`config.mk`:
```
export PLATFORM = sky130hd
export DESIGN_NAME = proc_datapath
export DESIGN_NICKNAME = d
export VERILOG_FILES = /design/src/rtl/proc_datapath.sv
export SDC_FILE = /design/constraint.sdc
export NUM_CORES = 1
export LEC_CHECK = 0
export BUFFER_PORTS_ARGS = -buffer_cell sky130_fd_sc_hd__buf_2
export CORE_MARGIN = 2
export CORE_UTILIZATION = 55
export DETAILED_ROUTE_END_ITERATION = 10
export GPL_TIMING_DRIVEN = 0
export PLACE_DENSITY = 0.8
export SLEW_MARGIN = 25
export SYNTH_ARGS = -nofsm -noshare
export SYNTH_HDL_FRONTEND = slang
export SYNTH_SLANG_ARGS = --single-unit
```
`constraint.sdc`:
```
create_clock -name clk -period 5.3 [get_ports clk]
set_input_delay 0.265 -clock clk [delete_from_list [all_inputs] [get_ports clk]]
set_output_delay 0.265 -clock clk [all_outputs]
set_load 0.1 [all_outputs]
```
`src/rtl/proc_datapath.sv`:
```
// Register-transfer datapath for the 16-bit multicycle processor: register file,
// IR/A/G/flags, a single shared bus, the ALU and the memory-side ADDR/DOUT/W registers.
module proc_datapath #(
    parameter int              DATA_W   = 16,
    parameter logic [15:0]     SP_RESET = 16'h0100
) (
    input  logic              clk,
    input  logic              reset_n,
    input  logic [DATA_W-1:0] DIN,
    input  logic [3:0]        sel,
    input  logic [7:0]        RX_in,
    input  logic              IR_in,
    input  logic              A_in,
    input  logic              G_in,
    input  logic              flag_in,
    input  logic              ADDR_in,
    input  logic              DOUT_in,
    input  logic              W_inp,
    input  logic [1:0]        op,
    input  logic              add_sub_ctrl,
    input  logic [1:0]        shift_rot_type,
    input  logic              pc_incr,
    input  logic              sp_incr,
    input  logic              sp_decr,
    output logic [DATA_W-1:0] IR_out,
    output logic [2:0]        flag_out,
    output logic [DATA_W-1:0] ADDR,
    output logic [DATA_W-1:0] DOUT,
    output logic              W,
    output logic [DATA_W-1:0] bus_dbg
);

    typedef logic [DATA_W-1:0] word_t;
    localparam word_t ONE = word_t'(1);

    word_t       r_rf [8];
    word_t       r_ir;
    word_t       r_a;
    word_t       r_g;
    logic [2:0]  r_flags;
    word_t       r_addr;
    word_t       r_dout;
    logic        r_w;

    word_t       w_bus;
    word_t       w_imm;
    logic [DATA_W:0] w_sum;
    word_t       w_alu_res;
    logic        w_arith;

    // Barrel shifter; ror takes the low half of the doubled word shifted right.
    function automatic word_t shift_rot(input word_t a, input logic [3:0] amt,
                                        input logic [1:0] kind);
        logic signed [DATA_W-1:0] a_s;
        logic [2*DATA_W-1:0]      dbl;
        a_s = a;
        dbl = {a, a} >> amt;
        case (kind)
            2'b00:   shift_rot = a << amt;
            2'b01:   shift_rot = a >> amt;
            2'b10:   shift_rot = a_s >>> amt;
            default: shift_rot = dbl[DATA_W-1:0];
        endcase
    endfunction

    always_comb begin
        w_imm = {{(DATA_W-9){1'b0}}, r_ir[8:0]};
        if (r_ir[15:13] == 3'b001) begin
            if (r_ir[12]) w_imm = {r_ir[7:0], 8'h00};
            else          w_imm = {{(DATA_W-9){r_ir[8]}}, r_ir[8:0]};
        end
    end

    always_comb begin
        w_bus = '0;
        if (!sel[3]) begin
            w_bus = r_rf[sel[2:0]];
        end else begin
            case (sel[2:0])
                3'd0:    w_bus = w_imm;
                3'd1:    w_bus = r_g;
                3'd2:    w_bus = DIN;
                default: w_bus = '0;
            endcase
        end
    end

    // Subtraction is A + ~bus + 1, so carry out of bit 16 means "no borrow".
    always_comb begin
        w_arith = (op[1] == op[0]);
        if (add_sub_ctrl) w_sum = {1'b0, r_a} + {1'b0, ~w_bus} + {{DATA_W{1'b0}}, 1'b1};
        else              w_sum = {1'b0, r_a} + {1'b0, w_bus};
        case (op)
            2'b01:   w_alu_res = r_a & w_bus;
            2'b10:   w_alu_res = shift_rot(r_a, w_bus[3:0], shift_rot_type);
            default: w_alu_res = w_sum[DATA_W-1:0];
        endcase
    end

    always_ff @(posedge clk) begin
        if (!reset_n) begin
            for (int i = 0; i < 8; i++) r_rf[i] <= (i == 5) ? SP_RESET : '0;
            r_ir    <= '0;
            r_a     <= '0;
            r_g     <= '0;
            r_flags <= 3'b000;
            r_addr  <= '0;
            r_dout  <= '0;
            r_w     <= 1'b0;
        end else begin
            for (int i = 0; i < 8; i++) begin
                if (!RX_in[i]) r_rf[i] <= w_bus;
            end
            if (RX_in[7] && pc_incr) r_rf[7] <= r_rf[7] + ONE;
            // Simultaneous increment and decrement cancel out.
            if (RX_in[5] && (sp_incr ^ sp_decr))
                r_rf[5] <= sp_incr ? r_rf[5] + ONE : r_rf[5] - ONE;
            if (!IR_in)   r_ir   <= DIN;
            if (!A_in)    r_a    <= w_bus;
            if (!G_in)    r_g    <= w_alu_res;
            if (!ADDR_in) r_addr <= w_bus;
            if (!DOUT_in) r_dout <= w_bus;
            if (!flag_in) begin
                r_flags[1] <= w_alu_res[DATA_W-1];
                r_flags[0] <= (w_alu_res == '0);
                if (w_arith) r_flags[2] <= w_sum[DATA_W];
            end
            r_w <= W_inp;
        end
    end

    assign IR_out   = r_ir;
    assign flag_out = r_flags;
    assign ADDR     = r_addr;
    assign DOUT     = r_dout;
    assign W        = r_w;
    assign bus_dbg  = w_bus;

endmodule
```
==> out/qor.yml <==
sta:
  skew_ns: 0.0202
  drv_slew: 0
  fin_crit_sh_pct: 98.5
  setup_viol: 0
  max_freq_ghz: 0.192
  hold_slack_ns: 0.0253
  tightest_slew_ns: 1.14
  timing_hold_violations_final: 0
  fin_ws_ns: 0.0796
  fin_crit_ns: 5.22
  setup_tns_ns: 0
  slew_headroom_pct: 21.9
logic_synthesis:
  synth_area_leaders: "edfxtp_1, dfxtp_1, nor2_1"
  syn_avg_cell_area_um2: 8.86
  yosys.area.top_type: "edfxtp_1"
  yosysWarnings: 0
  synth_seq_cells: 212
  ys.flop_type: "edfxtp_1"
  synthTopCellsByCount: "nor2_1, edfxtp_1, nand2_1"
  synthesis.nets: 1779
  netlist_instances: 1684
  netlist.area_leader.share_pct: 25.8
  syn-cell-area_um2: 14900
  synth.most_common_cell: "nor2_1"
  synth_cell_types: 98
  ys_seq_area_share_pct: 37.0
  async_reset_ff_share_pct: 0
  synth_edf_count: 128
worst_setup_path:
  r2r-end: "flag_out[0]$_SDFFE_PN0N_"
  worst_r2r_startpoint: "r_rf[5][1]$_DFFE_PP_"
  critPathMaxStageDelay_ns: 0.63
  cp_slowest_cell: "mux4_2"
  worst-path-buf-inv: 5
  cp-end-kind: "flop"
  crit_required_ns: 5.73
  r2r_cells: 19
  cp_max_fo: 10
  cp_top_family: "compound AO/OA/AOI/OAI gates"
  arrival_ns: 5.65
  startpoint_type: "input pin"
  crit_top_cell: "buf_2"
  crit_type: "in2reg"
  r2r_slack_ns: 0.15
  critical_path.cell_chain: "buf_2, buf_6, buf_2, buf_2, mux4_2, mux2i_1, o22ai_2, ha_1, clkbuf_1, or2_2, o2111ai_1, nand2_1, mux2i_1, nand2_1, o21ai_0, a31oi_2, nand3_1, nor4_2, nand4_1, o31ai_2"
global_routing:
  grt_use_met1_pct: 53.8
  grt_pass1_vias: 14100
  grtUsageTotal_pct: 41.8
  grt-ovfl-total: 0
  grt_use_met3_pct: 7.11
  busiest_layer: "met2"
  use_met2_pct: 66.4
  grt_max_degree: 20
  antenna_found_initial: 0
  grt_pass1_wl_mm: 89.2
drt:
  antenna_left: 0
  num_vias: 15200
  drtPass1Iterations: 7
  drtIter0Drc: 2196
  drcViolationCount: 0
  routed_via_density: 7.01
  post_drt_wl_per_cell_um: 28.3
  wl_mm: 61.1
floorplanning:
  ios: 113
  initial_core_util_pct: 55.7
  die-area_um2: 28500
  core_um2: 26800
  dieHeight_um: 169
  num_rows: 60
  die_w_um: 169
min_path:
  min_from: "DIN[8]"
  hold_depth: 3
  hold_end: "IR_out[8]$_SDFFE_PN0N_"
  hp-class: "in2reg"
final_layout:
  finalNonFillerCells: 2161
  antennaDiodeCount: 0
  final_layout_size_suffix_gt1_share_pct: 15.4
  synthToLayoutAreaGrowth_pct: 11.9
  nets: 1901
placement:
  placed_cells: 2127
  port_buffers: 101
  place.gp.congestion: 1.02
  dp_worst_setup_slack_ns: -1.40
  hpwl_mm: 46.2
clocking:
  cts_tree: "built"
  cts_root_buf: "clkbuf_16"
  cts_buffers: 20
  max-clock-path-buffers: 3
  clk_pin_slew_ns: 0.06
  cts.sink_count: 212
  htreeDepth: 1
  worstSkewPairLatency_ns: 0.52
power:
  powerDensity_nw_per_um2: 302
  max-vdd-ir-drop_uv: 304
  power.leakage_nw: 6.74
  finalPower_mw: 5.04
run:
  cap_violations: 0
status:
  status: "finished, final reports clean"
==> cell type report <==
type | count | area (um^2)
fill | 2290 | 10100
inverter | 87 | 328
sequential | 212 | 5530
tap | 341 | 427
clock inverter | 10 | 85.1
buffer | 118 | 573
multi-input combinational | 1260 | 8680
clock buffer | 26 | 523
timing repair buffer | 107 | 551
==> layer usage <==
layer  part of all wire, %  wire length (um)
met1                    36             22200
met2                    46             27800
met3                    11              6620
met4                   7.2              4420
met5                     0                 0
==> cell usage in the layout, fill, tap and decap left out, types with 10 or more instances in the layout <==
master,synthesis,routed
nor2_1,258,257
edfxtp_1,128,128
buf_2,21,119
nand2_1,105,105
o21ai_0,86,84
dfxtp_1,84,83
inv_1,83,83
clkbuf_1,78,76
a21oi_1,70,70
nor3_1,59,59
mux2i_1,54,54
ha_1,48,47
nand3_1,44,44
a211oi_1,45,43
o22ai_1,42,33
o211ai_1,33,33
nor2b_1,30,30
mux4_2,26,26
xnor2_1,24,24
clkbuf_16,0,20
nand2b_1,17,17
o21a_1,16,16
xor2_1,14,14
a21o_1,14,13
buf_1,17,12
a222oi_1,12,12
or3_1,11,11
mux2_2,10,10
o221ai_1,10,10
==> metrics by stage <==
stage                     cell area, um^2  utilization [%]
after global placement              15900             59.4
after global routing                16700             62.3
after floorplan                     15000                -
after detailed placement            15900             59.5
after CTS                           16600             61.9
final                               16700             62.3
==> where the power goes <==
part	internal (mW)	switching [mW]	leakage, nW	total, mW
clock network	0.751	0.636	0.295	1.39
logic	0.492	1.19	4.32	1.68
registers	1.88	0.0986	2.12	1.97
total	3.12	1.92	6.74	5.04
==> worst max-delay path by stage <==
stage	to	cells after the start	slack (ns)	startpoint
floorplan	flag_out[0]$_SDFFE_PN0N_	20	0.03	sel[0]
global route	flag_out[0]$_SDFFE_PN0N_	23	-0.02	r_rf[5][0]$_DFFE_PP_
finish	flag_out[0]$_SDFFE_PN0N_	20	0.08	sel[0]
detailed placement	flag_out[0]$_SDFFE_PN0N_	21	-1.40	sel[0]
global placement	flag_out[0]$_SDFFE_PN0N_	21	-1.32	sel[0]
CTS	flag_out[0]$_SDFFE_PN0N_	19	0.002	r_rf[5][1]$_DFFE_PP_
==> sequential cells by signal (all words and copies together) (netlist names) <==
signal    flops
r_g          16
DOUT         16
r_a          16
ADDR         16
IR_out       16
r_rf        128
flag_out      3
W             1
==> timing repair <==
| item | CTS | global route |
|---|---|---|
| setup buffers | 0 | 3 |
| endpoints found under the setup margin | 15 | 7 |
| gates resized for setup | 23 | 26 |
| hold endpoints to repair | 1 | 0 |
| cloned | 0 | 0 |
| pin swaps | 0 | 2 |
| hold buffers | 1 | 0 |
==> tightest hold or removal path, cell delays in order <==
cell     delay, ns
buf_2         0.10
mux2i_1       0.06
nor2_1        0.08
==> cells by family (layout without fill, tap and decap cells) <==
| family | Yosys count | after routing | share of synthesized area (%) |
|---|---|---|---|
| muxes | 91 | 91 | 8.40 |
| adders and majority gates | 50 | 50 | 4.29 |
| AOI/OAI and AO/OA | 479 | 479 | 23.0 |
| buffers and inverters | 212 | 348 | 6.02 |
| DFF | 212 | 212 | 37.0 |
| and+or+nand+nor | 602 | 602 | 19.0 |
| xor gates and xnor gates | 38 | 38 | 2.23 |
Note: power is estimated with default switching activity, not from simulation.
